==> src/rtl/forth_stack.sv <==
// TOS-cached hardware stack: TOS in a register, lower items in an async-read
// register file addressed by a circular pointer. Saturating or wrapping overflow.
module forth_stack #(
    parameter int WIDTH = 16,
    parameter int DEPTH = 8,
    parameter int WRAP  = 0
) (
    input  logic                         clk,
    input  logic                         reset,
    input  logic [1:0]                   op,
    input  logic                         tos_we,
    input  logic [WIDTH-1:0]             tos_in,
    input  logic                         err_clr,
    output logic [WIDTH-1:0]             tos,
    output logic [WIDTH-1:0]             nos,
    output logic [$clog2(DEPTH+2)-1:0]   depth,
    output logic                         empty,
    output logic                         full,
    output logic                         overflow,
    output logic                         underflow
);
    localparam int PW = $clog2(DEPTH);
    localparam int CW = $clog2(DEPTH+2);
    localparam logic [CW-1:0] FULL_CNT = CW'(DEPTH + 1);
    localparam logic [CW-1:0] TWO      = CW'(2);

    typedef enum logic [1:0] {
        OP_NONE = 2'b00,
        OP_PUSH = 2'b01,
        OP_POP  = 2'b10,
        OP_SWAP = 2'b11
    } op_t;

    op_t              cmd;
    logic [WIDTH-1:0] mem [DEPTH];
    logic [PW-1:0]    ptr, ptr_dec, ptr_n, mem_addr;
    logic [CW-1:0]    cnt, cnt_n;
    logic [WIDTH-1:0] tos_n, mem_wdata;
    logic             mem_we, ovf_err, udf_err;

    assign cmd       = op_t'(op);
    assign ptr_dec   = ptr - 1'b1;
    assign nos       = mem[ptr_dec];
    assign depth     = cnt;
    assign empty     = (cnt == '0);
    assign full      = (cnt == FULL_CNT);

    always_comb begin
        tos_n     = tos;
        ptr_n     = ptr;
        cnt_n     = cnt;
        ovf_err   = 1'b0;
        udf_err   = 1'b0;
        mem_we    = 1'b0;
        mem_addr  = ptr;
        mem_wdata = tos;
        case (cmd)
            OP_NONE: if (tos_we) tos_n = tos_in;
            OP_PUSH: begin
                if (full) begin
                    ovf_err = 1'b1;
                    // circular mode spills the old TOS over the oldest entry
                    if (WRAP != 0) begin
                        mem_we = 1'b1;
                        ptr_n  = ptr + 1'b1;
                        tos_n  = tos_in;
                    end
                end else begin
                    if (!empty) begin
                        mem_we = 1'b1;
                        ptr_n  = ptr + 1'b1;
                    end
                    tos_n = tos_in;
                    cnt_n = cnt + 1'b1;
                end
            end
            OP_POP: begin
                if (empty) begin
                    udf_err = 1'b1;
                    if (WRAP != 0) begin
                        tos_n = tos_we ? tos_in : nos;
                        ptr_n = ptr_dec;
                    end
                end else begin
                    tos_n = tos_we ? tos_in : ((cnt >= TWO) ? nos : '0);
                    if (cnt >= TWO) ptr_n = ptr_dec;
                    cnt_n = cnt - 1'b1;
                end
            end
            OP_SWAP: begin
                if (cnt < TWO) udf_err = 1'b1;
                if (cnt >= TWO || WRAP != 0) begin
                    tos_n    = nos;
                    mem_we   = 1'b1;
                    mem_addr = ptr_dec;
                end
            end
            default: ;
        endcase
    end

    always_ff @(posedge clk) begin
        if (reset) begin
            tos       <= '0;
            ptr       <= '0;
            cnt       <= '0;
            overflow  <= 1'b0;
            underflow <= 1'b0;
        end else begin
            tos       <= tos_n;
            ptr       <= ptr_n;
            cnt       <= cnt_n;
            overflow  <= ovf_err | (overflow & ~err_clr);
            underflow <= udf_err | (underflow & ~err_clr);
        end
    end

    always_ff @(posedge clk) begin
        if (!reset && mem_we) mem[mem_addr] <= mem_wdata;
    end
endmodule
==> config.mk <==
export PLATFORM = sky130hd
export DESIGN_NAME = forth_stack
export DESIGN_NICKNAME = d
export VERILOG_FILES = /design/src/rtl/forth_stack.sv
export SDC_FILE = /design/constraint.sdc
export NUM_CORES = 1
export LEC_CHECK = 0
export BUFFER_PORTS_ARGS = -buffer_cell sky130_fd_sc_hd__clkbuf_2
export CORE_AREA = 2 2 105 107
export CTS_CLUSTER_SIZE = 16
export DETAILED_ROUTE_END_ITERATION = 10
export DIE_AREA = 0 0 107 109
export PLACE_DENSITY = 0.8
export SLEW_MARGIN = 20
export SYNTH_ARGS = -nofsm -noshare
export SYNTH_HDL_FRONTEND = slang
export SYNTH_SLANG_ARGS = --single-unit
==> constraint.sdc <==
create_clock -name clk -period 6.2 [get_ports clk]
set_clock_uncertainty 0.2 [all_clocks]
set_input_delay 0.31 -clock clk [delete_from_list [all_inputs] [get_ports clk]]
set_output_delay 0.31 -clock clk [all_outputs]
set_load 0.03 [all_outputs]
==> impl_metrics.ini <==
[status]
status = finished clean

[floorplanning]
die-area_mm2 = 0.0117
row_count = 38
die_x_um = 107
core_area_mm2 = 0.0106
start_util_pct = 60.7
die_h_um = 109
top_level_ports = 62

[cells_and_area]
drive_gt1_share_pct = 32.8
fin_util_pct = 71.5
most-common-layout-cells = 128 x edfxtp_1, 61 x clkbuf_2, 27 x mux4_2
layout.cell_area.non_filler_mm2 = 0.00758
syn_to_final_growth_pct = 17.9
final_common_cell = edfxtp_1
layout.nets = 483
num-fill-cells = 655
antennaDiodeCount = 0

[route]
vias = 3918
dr.pass1.iters = 5
wire_per_inst_um = 23.9
drc = 0
antenna_left = 0
drt-initial-drc-count = 339
wirelength_mm = 14.6
vias_per_cell = 6.43

[sta]
rsz0062_at_grt = no
final.period_utilization_pct = 61.9
tightest_slew_ns = 1.06
relSlewSlack_pct = 29.6
finalSetupViolations = 0
max_freq_mhz = 261
fin_crit_ns = 3.84
tns_ns = 0
holdWs_ns = 0.0992
hold_violations = 0
slew_viol_final = 0

[placement]
gp_congestion = 0.829
dpl_cell_area_mm2 = 0.00686
io_buffers = 61
dp_hpwl_mm = 8.42

[power_and_ir_drop]
ir_drop_v = 0.000219
powerDensity_mw_per_mm2 = 350
power.leakage_nw = 2.63
power_mw = 2.66

[worst_setup_path]
path_class = register to output pin
startpoint_type = register
startpoint = ptr[1]$_SDFFE_PP0P_
cp_cell_sequence = inv_1, ha_1, buf_4, mux4_2, mux2_2, clkbuf_2
arrival_ns = 3.33
critPathMaxFanout = 25
cp.required_ns = 5.69
critPathCaptureType = output pin
path_buf_inv = 3
r2r_cells = 7
reg2reg_slack_ns = 2.84
worst_path_max_delay_cell = ha_1
cp_top_family = adder cells
crit_cells = 6
r2r-end = tos[13]$_SDFFE_PP0P_
crit_path_end = nos[14]
critPathMaxStageDelay_ns = 1.00
reg2reg_from = ptr[1]$_SDFFE_PP0P_

[synthesis]
synth_edf_count = 128
synth_xor_area_share_pct = 0.934
syn_area_mm2 = 0.00643
synth_fa_ha_area_share_pct = 1.09
yosysSeqAreaShare_pct = 67.5
synthArstFlopShare_pct = 0
synthCells = 373
synth_mux_area_share_pct = 14.6
synth_compound_area_share_pct = 6.75
ys_seq_elements = 153
synthSimpleGateAreaFrac_pct = 6.17
ys.flop_type = edfxtp_1
synth_top_family_by_area = multiplexers
synth_cell_types = 47
synth.net_count = 400
ys_warn_count = 0
synth.avg_cell_area_um2 = 17.2

[global_routing]
first_global_vias = 3909
grt_pass1_wl_mm = 22.6
grt_usage_pct = 27.4
grt_max_degree = 36
grt_overflow_total = 0
antenna_found_initial = 0

[cts]
hold_buffers = 17
cts_setup_buffers = 0
numCtsBuffers = 17
cts_tree = built
path_clk_slew_ns = 0.06
cts_sinks = 153
h-tree-depth = 4
cts_resized = 0
clock_latency_ns = 0.53
cts_root_buf = clkbuf_8
cts_buffer_depth = 2

[min_path]
hold_class = input port to register
min_path_cells = 3

[flow_run]
max_cap_viol_count = 0
==> sequential cells by signal, indices dropped and copies added, names as in the netlist <==
register   flops
mem          128
tos           16
depth          4
ptr            3
overflow       1
underflow      1
==> how the worst min path moves through the flow <==
stage,from,endpoint,slack (ns)
2_1_floorplan,tos_in[8],tos[8]$_SDFFE_PP0P_,0.25
3_3_place_gp,underflow$_SDFF_PP0_,underflow$_SDFF_PP0_,0.27
3_5_place_dp,underflow$_SDFF_PP0_,underflow$_SDFF_PP0_,0.27
4_1_cts,op[0],depth[3]$_SDFFE_PP0P_,0.09
5_1_grt,op[0],depth[3]$_SDFFE_PP0P_,0.12
6_report,op[0],overflow$_SDFF_PP0_,0.1
==> metal layers <==
metal  global-route usage, %  up-vias  wire length, µm
li1                        -     1691                -
met1                    36.5     1969             5720
met2                    44.2      218             7260
met3                    7.17       40             1180
met4                    9.93        0              392
met5                       0        -                0
==> cell usage after synthesis, types with 7 or more instances <==
| library cell | n | area [µm²] |
|---|---|---|
| nand2b_1 | 7 | 43.8 |
| dfxtp_1 | 25 | 500 |
| mux4_2 | 27 | 608 |
| clkbuf_1 | 7 | 26.3 |
| mux2_2 | 18 | 203 |
| a221o_1 | 16 | 160 |
| buf_2 | 13 | 65.1 |
| edfxtp_1 | 128 | 3840 |
| nor2_1 | 17 | 63.8 |
| nand2_1 | 13 | 48.8 |
| nor4b_1 | 16 | 140 |
| inv_1 | 10 | 37.5 |
| a21oi_1 | 8 | 40.0 |
==> area by class of cell <==
| class | instances | area [µm²] | share of cell area (%) |
|---|---|---|---|
| clock inverter | 15 | 128 | 1.68 |
| tap | 140 | 175 | 2.31 |
| clock buffer | 17 | 414 | 5.46 |
| inverter | 10 | 37.5 | 0.495 |
| timing repair buffer | 90 | 566 | 7.46 |
| sequential | 153 | 4350 | 57.3 |
| multi-input combinational | 184 | 1920 | 25.3 |
==> logic make-up (layout without fill, tap and decap cells) <==
| logic type | Yosys count | count (layout) |
|---|---|---|
| buffers and inverters | 36 | 132 |
| adders and majority gates | 5 | 5 |
| muxes | 50 | 50 |
| AOI/OAI and AO/OA | 55 | 55 |
| and+or+nand+nor | 68 | 68 |
| xor gates and xnor gates | 6 | 6 |
| DFF | 153 | 153 |
==> metrics by stage <==
step	std cells	setup WS (ns)
2_1_floorplan	373	3.08
3_3_place_gp	560	2.99
3_5_place_dp	560	2.88
4_1_cts	609	2.34
5_1_grt	609	2.17
6_report	609	2.36
==> where the power goes <==
part | internal, mW | switching (mW) | leakage [nW] | total, mW
clock | 0.532 | 0.409 | 0.253 | 0.941
sequential | 1.15 | 0.0447 | 1.39 | 1.20
combinational | 0.205 | 0.310 | 0.983 | 0.515
==> worst min-delay path, cell delays in order <==
cell	delay, ns
clkbuf_2	0.26
a32oi_1	0.15
nor2_1	0.08
Power figures use the tool's default switching activity.
